### src/rtl/alu_exec_stage_pkg.sv
// Shared ALU definitions: operation encodings driven by the ALU control unit
// and the execute-stage FSM state type.
package alu_exec_stage_pkg;

    localparam int XLEN = 32;
    localparam int SHW  = 5;

    typedef enum logic [3:0] {
        ALU_AND  = 4'b0000,
        ALU_OR   = 4'b0001,
        ALU_ADD  = 4'b0010,
        ALU_XOR  = 4'b0100,
        ALU_SUB  = 4'b0110,
        ALU_SLL  = 4'b0111,
        ALU_SRL  = 4'b1000,
        ALU_SRA  = 4'b1001,
        ALU_SLT  = 4'b1010,
        ALU_SLTU = 4'b1011
    } alu_sel_e;

    typedef enum logic {
        ST_IDLE  = 1'b0,
        ST_SHIFT = 1'b1
    } ex_state_e;

    function automatic logic is_shift(input logic [3:0] sel);
        return (sel == ALU_SLL) || (sel == ALU_SRL) || (sel == ALU_SRA);
    endfunction

endpackage

### src/rtl/alu_exec_stage_core.sv
// Single-cycle combinational ALU. Shifts are computed here too, but the stage
// only uses that path when the shift amount is zero.
module alu_core
    import alu_exec_stage_pkg::*;
(
    input  logic [3:0]      alu_sel,
    input  logic [XLEN-1:0] op_a,
    input  logic [XLEN-1:0] op_b,
    output logic [XLEN-1:0] result
);

    logic [SHW-1:0] shamt;
    assign shamt = op_b[SHW-1:0];

    always_comb begin
        result = '0;
        case (alu_sel)
            ALU_AND:  result = op_a & op_b;
            ALU_OR:   result = op_a | op_b;
            ALU_ADD:  result = op_a + op_b;
            ALU_SUB:  result = op_a - op_b;
            ALU_XOR:  result = op_a ^ op_b;
            ALU_SLL:  result = op_a << shamt;
            ALU_SRL:  result = op_a >> shamt;
            ALU_SRA:  result = $unsigned($signed(op_a) >>> shamt);
            ALU_SLT:  result = {{(XLEN-1){1'b0}}, ($signed(op_a) < $signed(op_b))};
            ALU_SLTU: result = {{(XLEN-1){1'b0}}, (op_a < op_b)};
            default:  result = '0;
        endcase
    end

endmodule

### src/rtl/alu_exec_stage.sv
// EX stage: single-cycle ops through alu_core, non-zero shifts run bit-serially
// in the SHIFT state; registered output with valid/ready backpressure.
module alu_exec_stage
    import alu_exec_stage_pkg::*;
(
    input  logic            clk,
    input  logic            rst_n,
    input  logic            in_valid,
    output logic            in_ready,
    input  logic [3:0]      alu_sel,
    input  logic [XLEN-1:0] op_a,
    input  logic [XLEN-1:0] op_b,
    input  logic [4:0]      rd_in,
    input  logic            reg_write_in,
    input  logic            flush,
    output logic            out_valid,
    input  logic            out_ready,
    output logic [XLEN-1:0] result,
    output logic            zero,
    output logic [4:0]      rd_out,
    output logic            reg_write_out
);

    ex_state_e       state_q;
    logic [SHW-1:0]  cnt_q;
    logic [XLEN-1:0] work_q;
    logic [3:0]      shop_q;
    logic [4:0]      rd_hold_q;
    logic            rw_hold_q;
    logic            out_valid_q;
    logic [XLEN-1:0] result_q;
    logic            zero_q;
    logic [4:0]      rd_out_q;
    logic            rw_out_q;

    logic [XLEN-1:0] core_res;
    logic [XLEN-1:0] work_d;
    logic [SHW-1:0]  shamt;
    logic            accept, start_shift, fast_load, shift_done;

    alu_core u_core (
        .alu_sel (alu_sel),
        .op_a    (op_a),
        .op_b    (op_b),
        .result  (core_res)
    );

    // rst_n is folded in so the stage advertises nothing while held in reset.
    assign in_ready    = rst_n && (state_q == ST_IDLE) && (!out_valid_q || out_ready) && !flush;
    assign accept      = in_valid && in_ready;
    assign shamt       = op_b[SHW-1:0];
    assign start_shift = accept && is_shift(alu_sel) && (shamt != '0);
    assign fast_load   = accept && !start_shift;
    assign shift_done  = (state_q == ST_SHIFT) && (cnt_q == SHW'(1));

    always_comb begin
        work_d = work_q >> 1;
        if (shop_q == ALU_SLL)
            work_d = work_q << 1;
        else if (shop_q == ALU_SRA)
            work_d = {work_q[XLEN-1], work_q[XLEN-1:1]};
    end

    always_ff @(posedge clk or negedge rst_n) begin
        if (!rst_n) begin
            state_q     <= ST_IDLE;
            cnt_q       <= '0;
            work_q      <= '0;
            shop_q      <= '0;
            rd_hold_q   <= '0;
            rw_hold_q   <= 1'b0;
            out_valid_q <= 1'b0;
            result_q    <= '0;
            zero_q      <= 1'b0;
            rd_out_q    <= '0;
            rw_out_q    <= 1'b0;
        end else if (flush) begin
            state_q     <= ST_IDLE;
            cnt_q       <= '0;
            out_valid_q <= 1'b0;
        end else begin
            case (state_q)
                ST_IDLE: if (start_shift) begin
                    state_q   <= ST_SHIFT;
                    work_q    <= op_a;
                    cnt_q     <= shamt;
                    shop_q    <= alu_sel;
                    rd_hold_q <= rd_in;
                    rw_hold_q <= reg_write_in;
                end
                ST_SHIFT: begin
                    work_q <= work_d;
                    cnt_q  <= cnt_q - SHW'(1);
                    if (shift_done) state_q <= ST_IDLE;
                end
                default: state_q <= ST_IDLE;
            endcase

            if (fast_load) begin
                out_valid_q <= 1'b1;
                result_q    <= core_res;
                zero_q      <= (core_res == '0);
                rd_out_q    <= rd_in;
                rw_out_q    <= reg_write_in;
            end else if (shift_done) begin
                out_valid_q <= 1'b1;
                result_q    <= work_d;
                zero_q      <= (work_d == '0);
                rd_out_q    <= rd_hold_q;
                rw_out_q    <= rw_hold_q;
            end else if (out_ready) begin
                out_valid_q <= 1'b0;
            end
        end
    end

    assign out_valid     = out_valid_q;
    assign result        = result_q;
    assign zero          = zero_q;
    assign rd_out        = rd_out_q;
    assign reg_write_out = rw_out_q;

endmodule

### config.mk
export PLATFORM = sky130hd
export DESIGN_NAME = alu_exec_stage
export DESIGN_NICKNAME = d
export VERILOG_FILES = /design/src/rtl/alu_exec_stage_pkg.sv /design/src/rtl/alu_exec_stage_core.sv /design/src/rtl/alu_exec_stage.sv
export SDC_FILE = /design/constraint.sdc
export NUM_CORES = 1
export LEC_CHECK = 0
export CORE_MARGIN = 10
export CORE_UTILIZATION = 40
export CTS_BUF_LIST = sky130_fd_sc_hd__clkbuf_16
export DETAILED_ROUTE_END_ITERATION = 10
export GPL_TIMING_DRIVEN = 0
export HOLD_SLACK_MARGIN = 0.1
export REMOVE_ABC_BUFFERS = 1
export SYNTH_ARGS = -nofsm -noshare
export SYNTH_HDL_FRONTEND = slang
export SYNTH_SLANG_ARGS = --single-unit
### constraint.sdc
create_clock -name clk -period 4.84 [get_ports clk]
set_input_delay 0.484 -clock clk [delete_from_list [all_inputs] [get_ports clk]]
set_output_delay 0.484 -clock clk [all_outputs]
set_load 0.05 [all_outputs]
; ---- Word level (Yosys, flattened, before mapping)
; Cells that the tools add are included.
[totals]
reg_bits = 88
word_cells = 85
[op_classes]
addsub = 3
order_cmp = 2
eq_ne = 14
shifts = 3
n_mux = 24
bitwise_logic = 5
reduce_logical = 23
[ops]
columns = op, n
row1 = $pmux 32 s10, 1
row2 = $mux 32, 5
row3 = $logic_not 32->1, 2
row4 = $lt 32x32->1, 2
row5 = $pmux 32 s2, 1
row6 = $add 32x32->32, 1
row7 = $and 32x32->32, 1
row8 = $or 32x32->32, 1
row9 = $shl 32x5->32, 1
row10 = $shr 32x5->32, 1
row11 = $sshr 32x5->32, 1
row12 = $sub 32x32->32, 1
row13 = $xor 32x32->32, 1
row14 = $eq 4x4->1 const B, 5
row15 = $mux 5, 4
row16 = $eq 4x3->1 const B, 4
row17 = $mux 1, 11
row18 = $pmux 5 s2, 1
row19 = $logic_and 1x1->1, 8
row20 = $eq 5x1->1 const B, 1
row21 = $reduce_bool 5->1, 1
row22 = $sub 5x1->5 const B, 1
row23 = $eq 4x1->1 const B, 1
row24 = $eq 4x2->1 const B, 1
row25 = other kinds (11), 17

; ---- Logic depth before layout (Yosys ltp)
[depth]
word_depth = 11
depth_mapped = 17
mapped_depth_nobuf = 14

; ---- Cells and area by module
; Synthesis repeated with hierarchy kept, for this count alone.
[unflattened]
cells_unflattened = 1710
area_unflattened_um2 = 12972.4
[by_module_without_submodules]
columns = module, n_inst, cells_each, area_each_um2
row1 = alu_core, 1, 1280, 8430.6
row2 = alu_exec_stage, 1, 430, 4541.9

; ---- Least setup slack after synthesis
; Ideal clock, no wire load.
[synth_path]
path_kind = input to register
startpoint = input port op_b[1]
endpoint = register zero_q, in the netlist zero
setup_time_ns = 0.065
t_arrival_ns = 4.555
t_required_ns = 4.775
path_slack_ns = 0.220
stages = 16
n_path_buf = 3
path_cell_list = inv_2 > buf_1 > buf_2 > buf_2 > ha_1 > o21ba_1 > a2111o_1 > a2111oi_4 > nor3_2 > o211ai_2 > a221oi_2 > a221oi_2 > o221ai_2 > or4_4 > nor4_2 > a31o_1
[synth_between]
elab_chain_len = 6
[synth_rtl]
columns = element, line
row1 = from (decl), alu_exec_stage.sv:12  ; input logic [XLEN-1:0] op_b,
row2 = "parallel branches: the longest is 6 deep, another holds $sub 32x32->32", --
row3 = to (signal assigned), alu_exec_stage.sv:102  ; zero_q <= (core_res == '0);
row4 = to (signal assigned), alu_exec_stage.sv:108  ; zero_q <= (work_d == '0);
row5 = to (decl), alu_exec_stage.sv:32  ; logic zero_q;
; Parallel ways; which one is timed is not known.
; A chain may end at the register's enable or synchronous reset.

; ---- Worst setup path in the final report
[layout_path]
startpoint = input port op_a[8]
endpoint = register zero_q, in the netlist zero
[layout_between]
elab_chain_len = 4
[layout_rtl]
columns = element, line
row1 = from (decl), alu_exec_stage.sv:11  ; input logic [XLEN-1:0] op_a,
row2 = $sub 32x32->32 (tied with other cells), alu_exec_stage_core.sv:21  ; ALU_SUB: result = op_a - op_b;
row3 = $pmux 32 s10 *, alu_exec_stage_core.sv:17  ; case (alu_sel)
row4 = $logic_not 32->1 *, alu_exec_stage.sv:102
row5 = $mux 1 *, alu_exec_stage.sv:99  ; if (fast_load) begin
; Every way passes the cells marked *; elsewhere a longest branch is shown, timed or not.

==> results.cfg <==
[outcome]
status = complete, no violations

[drt]
postRouteWirelength_mm = 65.91
via_per_inst = 6.676
wire_per_inst_um = 27.81
dr.pass1.iters = 6
first_iter_violations = 2319
drc_errors = 0
antenna_left = 0
vias = 15823

[sta]
slew_headroom = 0.06747
finalHoldViolCount = 0
holdWs_ns = 0.1341
max_freq_mhz = 208.2
fin_crit_sh = 0.9922
worst_pin_slew_ns = 1.384
finalSetupViolCount = 0
period_minus_slack_ns = 4.802
maxSlewViolCount = 0
final.setup_skew_ns = 0.01264
rsz0062_at_grt = false

[power]
p_leak_uw = 0.006866
peakVddDrop_mv = 0.2354
power_uw = 4102
powerDensity_nw_per_um2 = 252.7

[final_layout]
layout.nets = 2095
drive_above_1_share = 0.1095
area_growth_pct = 13.49
fin_cells = 2370
fin_util = 0.4586

[synthesis]
yosys-top-cells-area = dfrtp_1 (15%), ha_1 (9.7%), mux4_2 (6.6%)
synth_cell_types = 98
async_flop_share = 1.000
synth_cells = 1893
yosys_warnings = 0
netlist.area_leader.share = 0.1539
synth_largest_area_cell = dfrtp_1
ys.flop_type = dfrtp_1
synth_edf_count = 0
synth.most_common_cell = nand2_1
yosys_register_bits = 88
synth_area_per_cell_um2 = 7.557
synth_common_cells = nand2_1 (213), o21ai_0 (177), nor2_1 (153), a21oi_1 (124), ha_1 (111)
syn_area_um2 = 14300
yosysSeqAreaShare = 0.1539

[die]
die_w_um = 209.1
core_um2 = 35400
initial_utilization = 0.4041
die-area_um2 = 43730
std_cell_rows = 69
die-height_um = 209.1
boundaryPins = 120

[critical_path]
critPathMaxFanout = 14
worst_path_max_delay_cell = clkdlybuf4s15_1
cp_slowest_stage_delay_ns = 0.71
start_kind = input port
worst_setup_path_end_kind = flop
crit_type = in2reg
path_cells = clkdlybuf4s15_1, inv_1, ha_1, nand2_1, o211a_1, nor3_1, o21ai_0, and3_1, o32ai_1, nand3b_1, nor4_4, nand4_1, nor4_2, a31o_1
required_ns = 5.14
arrival_ns = 5.10

[clocking]
cts-root-buf = clkbuf_16
path_clk_slew_ns = 0.07
clock-sinks = 88
cts_made_buffers = 9
clk_latency_ns = 0.35
cts_tree = built
clockBufferDepth = 2
htreeDepth = 3

[place]
portBuffers = 119
dp.cells = 2345
dpl.hpwl_mm = 51.02
globalplace.congestion = 1.086

[run]
maxCapViolations = 0

[global_routing]
grt_pass1_vias = 14875
grt_max_degree = 80
grt_pass1_wl_mm = 97.78
antenna_found_initial = 3
grt_usage = 0.2880
grt_overflow = 0

[worst_hold_path]
min_path_type = in2async
-- final timing paths --
| path | slack, ns | end | depth (start not counted) | from |
|---|---|---|---|---|
| worst max-delay path | 0.04 | zero$_DFFE_PN0P_ | 14 | op_a[8] |
| worst min-delay path | 0.13 | result[10]$_DFFE_PN0P_ | 2 | rst_n |
| worst max register to register | 0.44 | zero$_DFFE_PN0P_ | 10 | state_q$_DFF_PN0_ |
| worst min register to register | 0.48 | result[8]$_DFFE_PN0P_ | 2 | result[8]$_DFFE_PN0P_ |
| max in group asynchronous | 3.35 | work_q[9]$_DFFE_PN0P_ | 2 | rst_n |
| min in group clk | 0.48 | result[8]$_DFFE_PN0P_ | 2 | result[8]$_DFFE_PN0P_ |
-- power by group --
group / switching [uW] / internal, uW
Clock: 323 / 355
Sequential: 135 / 936
Combinational: 1540 / 811
-- layout by cell type (no fill, tap or decap), types with 45 or more instances in the layout --
cell	Yosys	routed
ha_1	111	110
nand2_1	213	212
nor2_1	153	152
mux2_2	45	45
dfrtp_1	88	87
mux2i_1	92	92
o21ai_0	177	175
clkdlybuf4s50_1	0	91
inv_1	104	102
a21oi_1	124	124
-- cells by family after synthesis --
kind of cell               Yosys count  synth area share
buffers and inverters              256           0.07312
AOI/OAI and AO/OA                  618            0.2868
adders and majority gates          113           0.09989
DFF                                 88            0.1539
xor gates and xnor gates            15          0.009184
muxes                              181            0.1678
and+or+nand+nor                    622            0.2093
-- layer usage --
metal | GRT usage | wire (um) | vias to the layer above
li1 | - | - | 7053
met1 | 0.3766 | 26560 | 7623
met2 | 0.4505 | 29120 | 978
met3 | 0.05189 | 6752 | 169
met4 | 0.1357 | 3480 | 0
met5 | 0 | 0 | -
-- repair_timing --
action                                  4_1_cts  5_1_grt
pin swaps                                     1        5
resized for setup                            45       34
endpoints found under the setup margin       40        2
hold buffers                                  1        0
setup buffers                                 5        1
endpoints found under the hold margin        22        0
gates cloned                                  1        0
-- sequential cells by signal (all words and copies together) (netlist names) --
| register | cells |
|---|---|
| result | 32 |
| work_q | 32 |
| cnt_q | 5 |
| rd_hold_q | 5 |
| rd_out | 5 |
| shop_q | 4 |
| out_valid | 1 |
| reg_write_out | 1 |
| rw_hold_q | 1 |
| state_q | 1 |
| zero | 1 |
-- cell type report --
type	count	area [um2]
clock inverter	7	56.30
timing repair buffer	144	1493
timing repair inverter	1	5.005
inverter	110	440.4
sequential	88	2203
clock buffer	9	225.2
fill	3618	19160
antenna	1	2.502
tap	461	576.8
multi-input combinational	1549	11230
-- per-stage QoR --
| step | worst slack, ns | TNS [ns] | area (um2) |
|---|---|---|---|
| CTS | 0.004506 | 0 | 16170 |
| detailed placement | -1.923 | -33.89 | 15750 |
| global route | 0.001060 | 0 | 16230 |
| finish | 0.03777 | 0 | 16230 |
| global placement | -5.287 | -340.42 | 15440 |
| floorplan | -1.304 | -37.66 | 13670 |
-- critical path, delay by kind of cell --
family,cells,cell delay (ns)
AO/OA/AOI/OAI,4,1.20
adder cells (fa/ha/maj),1,0.52
buffers and inverters,2,0.90
AND/OR/NAND/NOR,7,1.99
Power figures use the tool's default switching activity.
